<file path="config.mk">
export PLATFORM = sky130hd
export DESIGN_NAME = mem_arbiter_flat
export DESIGN_NICKNAME = d
export VERILOG_FILES = /design/src/rtl/mem_arbiter_if.sv /design/src/rtl/mem_arbiter.sv /design/src/flat_wrapper.sv
export SDC_FILE = /design/constraint.sdc
export NUM_CORES = 1
export LEC_CHECK = 0
export CORE_MARGIN = 2
export CORE_UTILIZATION = 31
export CTS_CLUSTER_SIZE = 12
export DETAILED_ROUTE_END_ITERATION = 12
export GPL_TIMING_DRIVEN = 0
export PLACE_DENSITY_LB_ADDON = 0.3
export SYNTH_ARGS = -nofsm -noshare
export SYNTH_HDL_FRONTEND = slang
export SYNTH_SLANG_ARGS = --single-unit
</file>
<file path="constraint.sdc">
create_clock -name clk -period 2.25 [get_ports clk]
set_input_delay 0.45 -clock clk [delete_from_list [all_inputs] [get_ports clk]]
set_output_delay 0.45 -clock clk [all_outputs]
set_load 0.1 [all_outputs]
</file>
<file path="src/rtl/mem_arbiter_if.sv">
// Shared-memory arbiter bus: CPU MEM-stage port, device burst port and memory port.
// slave = arbiter view, master = requesters/memory view.
interface mem_arbiter_if #(
  parameter int ADDR_W = 16,
  parameter int DATA_W = 16
);
  logic              cpu_req;
  logic              cpu_wr;
  logic [ADDR_W-1:0] cpu_addr;
  logic [DATA_W-1:0] cpu_wdata;
  logic [DATA_W-1:0] cpu_rdata;
  logic              cpu_stall;
  logic              dev_req;
  logic              dev_wr;
  logic [ADDR_W-1:0] dev_addr;
  logic [DATA_W-1:0] dev_wdata;
  logic              dev_last;
  logic              dev_gnt;
  logic              dev_rvalid;
  logic [DATA_W-1:0] dev_rdata;
  logic [ADDR_W-1:0] mem_addr;
  logic [DATA_W-1:0] mem_wdata;
  logic              mem_we;
  logic [DATA_W-1:0] mem_rdata;

  modport slave (
    input  cpu_req, cpu_wr, cpu_addr, cpu_wdata,
    input  dev_req, dev_wr, dev_addr, dev_wdata, dev_last,
    input  mem_rdata,
    output cpu_rdata, cpu_stall, dev_gnt, dev_rvalid, dev_rdata,
    output mem_addr, mem_wdata, mem_we
  );

  modport master (
    output cpu_req, cpu_wr, cpu_addr, cpu_wdata,
    output dev_req, dev_wr, dev_addr, dev_wdata, dev_last,
    output mem_rdata,
    input  cpu_rdata, cpu_stall, dev_gnt, dev_rvalid, dev_rdata,
    input  mem_addr, mem_wdata, mem_we
  );
endinterface

</file>
<file path="src/rtl/mem_arbiter.sv">
// CPU/device arbiter for the single-port data memory; CPU has per-cycle priority.
// Define MEM_ARB_FAIRNESS_EN to force a device grant after STARVE_LIMIT CPU wins.
//
// state     | meaning
// IDLE      | per-cycle arbitration, CPU first
// DEV_BURST | device holds memory until last beat, abort or BURST_MAX beats
module mem_arbiter #(
  parameter int ADDR_W       = 16,
  parameter int DATA_W       = 16,
  parameter int BURST_MAX    = 8,
  parameter int STARVE_LIMIT = 4
) (
  input  logic          clk,
  input  logic          rst,
  mem_arbiter_if.slave  bus
);
  typedef enum logic {IDLE, DEV_BURST} state_t;

  localparam int CNT_W = $clog2(BURST_MAX + 1);

  state_t           state;
  logic [CNT_W-1:0] beat_cnt;
  logic [CNT_W-1:0] beat_next;
  logic             cpu_gnt;
  logic             dev_gnt;
  logic             dev_force;
  logic             burst_end;

`ifdef MEM_ARB_FAIRNESS_EN
  localparam int STARVE_W = $clog2(STARVE_LIMIT + 1);
  logic [STARVE_W-1:0] starve_cnt;

  assign dev_force = (starve_cnt == STARVE_W'(STARVE_LIMIT)) && bus.dev_req;

  always_ff @(posedge clk or posedge rst) begin
    if (rst) begin
      starve_cnt <= '0;
    end else if (state == IDLE && bus.dev_req && cpu_gnt) begin
      starve_cnt <= starve_cnt + 1'b1;
    end else if (dev_gnt || !bus.dev_req) begin
      starve_cnt <= '0;
    end
  end
`else
  assign dev_force = 1'b0;
`endif

  always_comb begin
    cpu_gnt = 1'b0;
    dev_gnt = 1'b0;
    if (!rst) begin
      if (state == IDLE) begin
        if (bus.cpu_req && !dev_force) begin
          cpu_gnt = 1'b1;
        end else if (bus.dev_req) begin
          dev_gnt = 1'b1;
        end
      end else begin
        dev_gnt = bus.dev_req;
      end
    end
  end

  // beat_cnt is 0 in IDLE, so the same compare covers the first beat
  assign beat_next = beat_cnt + 1'b1;
  assign burst_end = bus.dev_last || (beat_next == CNT_W'(BURST_MAX));

  always_ff @(posedge clk or posedge rst) begin
    if (rst) begin
      state    <= IDLE;
      beat_cnt <= '0;
    end else begin
      case (state)
        IDLE: begin
          if (dev_gnt && !burst_end) begin
            state    <= DEV_BURST;
            beat_cnt <= beat_next;
          end
        end
        DEV_BURST: begin
          if (!bus.dev_req || burst_end) begin
            state    <= IDLE;
            beat_cnt <= '0;
          end else begin
            beat_cnt <= beat_next;
          end
        end
        default: begin
          state    <= IDLE;
          beat_cnt <= '0;
        end
      endcase
    end
  end

  always_ff @(posedge clk or posedge rst) begin
    if (rst) begin
      bus.dev_rvalid <= 1'b0;
      bus.dev_rdata  <= '0;
    end else begin
      bus.dev_rvalid <= dev_gnt && !bus.dev_wr;
      if (dev_gnt && !bus.dev_wr) begin
        bus.dev_rdata <= bus.mem_rdata;
      end
    end
  end

  assign bus.mem_addr  = dev_gnt ? bus.dev_addr  : bus.cpu_addr;
  assign bus.mem_wdata = dev_gnt ? bus.dev_wdata : bus.cpu_wdata;
  assign bus.mem_we    = cpu_gnt ? bus.cpu_wr : (dev_gnt ? bus.dev_wr : 1'b0);
  assign bus.cpu_stall = bus.cpu_req && !cpu_gnt && !rst;
  assign bus.cpu_rdata = bus.mem_rdata;
  assign bus.dev_gnt   = dev_gnt;
endmodule
</file>
<file path="src/flat_wrapper.sv">
// flat-port wrapper written by rule: the top's interface ports become plain ports
module mem_arbiter_flat 
#(
  parameter int ADDR_W       = 16,
  parameter int DATA_W       = 16,
  parameter int BURST_MAX    = 8,
  parameter int STARVE_LIMIT = 4
)
  (clk, rst, bus_cpu_req, bus_cpu_wr, bus_cpu_addr, bus_cpu_wdata, bus_dev_req, bus_dev_wr, bus_dev_addr, bus_dev_wdata, bus_dev_last, bus_mem_rdata, bus_cpu_rdata, bus_cpu_stall, bus_dev_gnt, bus_dev_rvalid, bus_dev_rdata, bus_mem_addr, bus_mem_wdata, bus_mem_we);
  mem_arbiter_if #(.ADDR_W(ADDR_W), .DATA_W(DATA_W)) bus_i ();
  input  logic clk;
  input  logic rst;
  input wire logic [$bits(bus_i.cpu_req)-1:0] bus_cpu_req;
  input wire logic [$bits(bus_i.cpu_wr)-1:0] bus_cpu_wr;
  input wire logic [$bits(bus_i.cpu_addr)-1:0] bus_cpu_addr;
  input wire logic [$bits(bus_i.cpu_wdata)-1:0] bus_cpu_wdata;
  input wire logic [$bits(bus_i.dev_req)-1:0] bus_dev_req;
  input wire logic [$bits(bus_i.dev_wr)-1:0] bus_dev_wr;
  input wire logic [$bits(bus_i.dev_addr)-1:0] bus_dev_addr;
  input wire logic [$bits(bus_i.dev_wdata)-1:0] bus_dev_wdata;
  input wire logic [$bits(bus_i.dev_last)-1:0] bus_dev_last;
  input wire logic [$bits(bus_i.mem_rdata)-1:0] bus_mem_rdata;
  output wire logic [$bits(bus_i.cpu_rdata)-1:0] bus_cpu_rdata;
  output wire logic [$bits(bus_i.cpu_stall)-1:0] bus_cpu_stall;
  output wire logic [$bits(bus_i.dev_gnt)-1:0] bus_dev_gnt;
  output wire logic [$bits(bus_i.dev_rvalid)-1:0] bus_dev_rvalid;
  output wire logic [$bits(bus_i.dev_rdata)-1:0] bus_dev_rdata;
  output wire logic [$bits(bus_i.mem_addr)-1:0] bus_mem_addr;
  output wire logic [$bits(bus_i.mem_wdata)-1:0] bus_mem_wdata;
  output wire logic [$bits(bus_i.mem_we)-1:0] bus_mem_we;
  assign bus_i.cpu_req = bus_cpu_req;
  assign bus_i.cpu_wr = bus_cpu_wr;
  assign bus_i.cpu_addr = bus_cpu_addr;
  assign bus_i.cpu_wdata = bus_cpu_wdata;
  assign bus_i.dev_req = bus_dev_req;
  assign bus_i.dev_wr = bus_dev_wr;
  assign bus_i.dev_addr = bus_dev_addr;
  assign bus_i.dev_wdata = bus_dev_wdata;
  assign bus_i.dev_last = bus_dev_last;
  assign bus_i.mem_rdata = bus_mem_rdata;
  assign bus_cpu_rdata = bus_i.cpu_rdata;
  assign bus_cpu_stall = bus_i.cpu_stall;
  assign bus_dev_gnt = bus_i.dev_gnt;
  assign bus_dev_rvalid = bus_i.dev_rvalid;
  assign bus_dev_rdata = bus_i.dev_rdata;
  assign bus_mem_addr = bus_i.mem_addr;
  assign bus_mem_wdata = bus_i.mem_wdata;
  assign bus_mem_we = bus_i.mem_we;
  mem_arbiter #(.ADDR_W(ADDR_W), .DATA_W(DATA_W), .BURST_MAX(BURST_MAX), .STARVE_LIMIT(STARVE_LIMIT)) u_core (.clk(clk), .rst(rst), .bus(bus_i));
endmodule
</file>
======== Word-level counts from Yosys, hierarchy flattened ========
Cells that the tools add are included.
Widths: inputs -> output; s select.
cells by class
  add/subtract/negate cells ............... 1
  reduce and logical (&&, ||, !) cells .... 11
  equality and inequality tests ........... 2
  muxes and demuxes ....................... 17
  bitwise logic cells ..................... 1
operators with widths
  cell                 number
  $mux 16              2
  $mux 1               11
  $mux 4               2
  $pmux 4 s2           1
  $logic_not 1->1      5
  $add 4x1->4 const B  1
  $eq 4x4->1 const B   1
  $logic_and 1x1->1    4
  $logic_or 1x1->1     2
  $ne 2x2->1 const B   1
  $pmux 1 s2           1
  $not 1->1            1
word-level totals
  input port bits ......................... 87
  register bits after elaboration ......... 22
  logic and storage cells ................. 36

======== Longest topological paths before layout ========
  depth after elaboration ................. 7
  gate-level depth with buffers ........... 6
  mapped depth without buffers ............ 5

======== Worst setup path before layout ========
No wires, ideal clock.
  path type ............................... in2out
  from .................................... input port rst
  to ...................................... output port bus_mem_addr[10]
  arrival time ............................ 2651 ps
  setup slack ............................. -851 ps
  data required time ...................... 1800 ps
  stages on the path ...................... 6
  buffers on the path ..................... 1
  cell sequence ........................... inv_1 > nand3_4 > inv_2 > buf_2 > nand2_1 > nand2_1
between the ends
  longest elaborated chain between the ends .. 2
ends and longest elaborated chain
  item                   RTL line            source
  start: declaration     flat_wrapper.sv:12  input logic rst;
  $mux 1                 mem_arbiter.sv:51   if (!rst) begin
  named net bus_dev_gnt  flat_wrapper.sv:25  output wire logic [$bits(bus_i.dev_gnt)-1:0] bus_dev_gnt;
  $mux 16                mem_arbiter.sv:108  assign bus.mem_addr = dev_gnt ? bus.dev_addr : bus.cpu_addr;
  end: declaration       flat_wrapper.sv:28  output wire logic [$bits(bus_i.mem_addr)-1:0] bus_mem_addr;
The timed path passes the listed nets, and every way through them passes these cells.

======== Worst setup path in the final report ========
  from .................................... input port bus_dev_wr
  to ...................................... output port bus_mem_we
between the ends
  longest elaborated chain between the ends .. 2
ends and longest elaborated chain
  item                 RTL line            source
  start: declaration   flat_wrapper.sv:18  input wire logic [$bits(bus_i.dev_wr)-1:0] bus_dev_wr;
  $mux 1 (2 in a row)  mem_arbiter.sv:110  assign bus.mem_we = cpu_gnt ? bus.cpu_wr : (dev_gnt ? bus.dev_wr : 1'b0);
  end: declaration     flat_wrapper.sv:30  output wire logic [$bits(bus_i.mem_we)-1:0] bus_mem_we;
Every way passes these cells.

==> results_dict.tcl <==
set metrics [dict create \
    outcome "complete, no violations" \
    fillers 378 \
    die_area_um2 5927 \
    yosysWarnings 0 \
    endpoint_kind "output pin" \
    coreArea_um2 5140 \
    place.gp.congestion 0.7826 \
    crit_fanout 2 \
    wl_met3_um 543 \
    max_slew.worst_pin.slew_ns 0.9911 \
    grt_pass1_vias 1991 \
    htree_levels 1 \
    vias 1979 \
    yosysSeqAreaShare_pct 33.33 \
    clkSinkCount 22 \
    critPathRequiredTime_ns 1.80 \
    synthFlopType "dfrtp_1" \
    cp_top_family "buffers and inverters" \
    diodes 0 \
    firstDrtPassIters 4 \
    cp-startpoint "bus_dev_wr" \
    numPortBuffers 153 \
    overflow 0 \
    timing.rr.start "u_core.state" \
    cp-start-kind "input pin" \
    peakVddDrop_v 0.0005524 \
    crit_type "in2out" \
    ys_types 34 \
    track_usage_pct 20.75 \
    area_growth_pct 123.8 \
    rr_worst_depth 5 \
    die_y_um 76.99 \
    clk_pin_slew_ns 0.07 \
    antenna_found_initial 0 \
    rows 26 \
    fmax_mhz 454.1 \
    netlist_instances 207 \
    drtIter0Drc 57 \
    reg2reg_to "u_core.bus.dev_rdata[14]" \
    min_period_ns 2.202 \
    start_util_pct 32.13 \
    top_layer "met4" \
    setup_slack_ns 0.04786 \
    met2WireLength_mm 2.937 \
    slew_headroom_pct 33.72 \
    synth.cell_area_um2 1652 \
    drv_slew 0 \
    ys_ff_latch 22 \
    crit_buf_inv 2 \
    drive_above_1_share_pct 39.07 \
    synth_nets 295 \
    fin_crit_sh_pct 97.87 \
    numCtsBuffers 3 \
    wl_per_cell_um 13.79 \
    pre_cts_ws_ns -1.972 \
    crit_chain "clkdlybuf4s50_1, nand3_1, a21oi_2, buf_2" \
    cp_slowest_stage_delay_ns 0.59 \
    synth_edf_count 0 \
    postSynthAreaPerCell_um2 7.979 \
    cp.arrival_ns 1.75 \
    hold_class "in2async" \
    p_per_area_nw_per_um2 727.1 \
    drt-met1-wl_mm 2.436 \
    die_w_um 76.99 \
    p_leak_nw 1.764 \
    viasPerCell 4.539 \
    fin_skew_ns 0.006266 \
    rsz0062_at_grt "no" \
    grt_first_pass_wirelength_mm 9.915 \
    whs_ns 0.3663 \
    cts_root_buf "clkbuf_8" \
    postCtsHoldBufs 0 \
    path_depth 4 \
    hold_viol 0 \
    final-setup-viol-count 0 \
    cap_violations 0 \
    antenna_left 0 \
    nNetsFinal 456 \
    clock_latency_ns 0.26 \
    cp-endpoint "bus_mem_we" \
    io_pins 155 \
    clock_path_buffers 2 \
    post-route-drc-count 0 \
    crit_slowest_cell "clkdlybuf4s50_1" \
    cts_tree "built" \
    reg2reg_slack_ns 0.79 \
    grt_start_max_net_pins 13 \
    hpwl_mm 4.761 \
    drt_wl_total_mm 6.011 \
    async_flop_share_pct 100.0 \
]
## sequential cells by signal, summed over array words and instances (netlist names)
signal / count
u_core.beat_cnt: 4
u_core.bus.dev_rdata: 16
u_core.bus.dev_rvalid: 1
u_core.state: 1
## power breakdown
| group | switching, W | internal [W] |
|---|---|---|
| combinational | 0.00127 | 0.000601 |
| clock | 0.000118 | 0.000119 |
| sequential | 0.0000820 | 0.000498 |
| total | 0.00147 | 0.00122 |
## synthesized netlist by cell type, types with 2 or more instances
library cell,number,area share (%)
nand4_1,2,0.76
and3b_1,2,1.1
buf_2,5,1.5
mux2_4,9,8.2
nor2_1,3,0.68
dfrtp_1,22,33
inv_1,7,1.6
mux2i_1,2,1.2
nand3_1,7,2.1
a21oi_1,2,0.61
mux2_2,7,4.8
nand2_1,100,23
buf_4,16,7.3
a211o_1,2,1.1
buf_1,2,0.45
## cells in the final DEF, fill, tap and decap left out, drive strengths merged
cell,netlist,final
a211o,2,2
a21boi,1,1
a21oi,2,2
a311oi,1,1
a31o,1,1
a31oi,1,1
and3,2,2
and3b,2,2
and4,1,1
buf,25,59
clkbuf,1,6
clkdlybuf4s15,0,18
clkdlybuf4s50,0,93
clkinvlp,0,2
dfrtp,22,22
dlygate4sd2,0,1
dlymetal6s2s,0,7
ha,1,1
inv,8,7
mux2,16,16
mux2i,2,2
nand2,100,100
nand2b,1,1
nand3,8,8
nand3b,1,1
nand4,2,2
nor2,4,4
o211ai,1,1
o21ai,1,1
o32ai,1,1
## layout make-up
type | count | area (um2) | share of cell area, %
Buffer | 26 | 201.4 | 5.450
Clock buffer | 3 | 41.29 | 1.117
Inverter | 8 | 38.79 | 1.049
Multi-Input combinational cell | 151 | 1066 | 28.84
Sequential cell | 22 | 550.5 | 14.90
Tap cell | 70 | 87.58 | 2.370
Timing Repair Buffer | 155 | 1705 | 46.14
Timing Repair inverter | 1 | 5.005 | 0.1354
## metrics by stage
step / cells / setup TNS [ns] / util (%) / total power (W) / instance area [um2]
2_1_floorplan: 207 / -0.1032 / - / 0.001933 / 1837
3_3_place_gp: 430 / -71.67 / 67.23 / 0.002384 / 3456
3_5_place_dp: 430 / -72.96 / 67.23 / 0.002407 / 3456
4_1_cts: 436 / 0 / 71.47 / 0.002713 / 3674
5_1_grt: 436 / 0 / 71.91 / 0.002803 / 3696
6_report: 436 / 0 / 71.91 / 0.002687 / 3696
## how the worst min path moves through the flow
stage | from | end | slack, ns | cells after the start
floorplan | rst | u_core.beat_cnt[0] | 0.34 | 1
global placement | u_core.bus.dev_rdata[5] | u_core.bus.dev_rdata[5] | 0.49 | 1
detailed placement | u_core.bus.dev_rdata[7] | u_core.bus.dev_rdata[7] | 0.50 | 1
CTS | rst | u_core.beat_cnt[3] | 0.39 | 2
global route | rst | u_core.beat_cnt[3] | 0.42 | 2
finish | rst | u_core.beat_cnt[3] | 0.37 | 2
## per-layer routing
metal	up-vias	GRT usage [%]
met5	-	0
met4	0	6.250
met3	9	5.647
met2	100	35.96
met1	894	25.09
li1	976	-
## cell families (layout without fill, tap and decap cells)
group                      after synthesis  after routing  synth area share [%]
AOI/OAI and AO/OA                       11             11                 6.364
adders and majority gates                1              1                0.7575
buffers and inverters                   34            193                 12.95
DFF                                     22             22                 33.33
muxes                                   18             18                 14.17
and+or+nand+nor                        121            121                 32.42
## timing repair
action                                  4_1_cts  5_1_grt
resized for setup                           319        9
cloned                                        1        0
setup buffers                                 2        0
pin swaps                                     0        0
endpoints found under the setup margin       64        9
(Power assumes the default switching activity.)
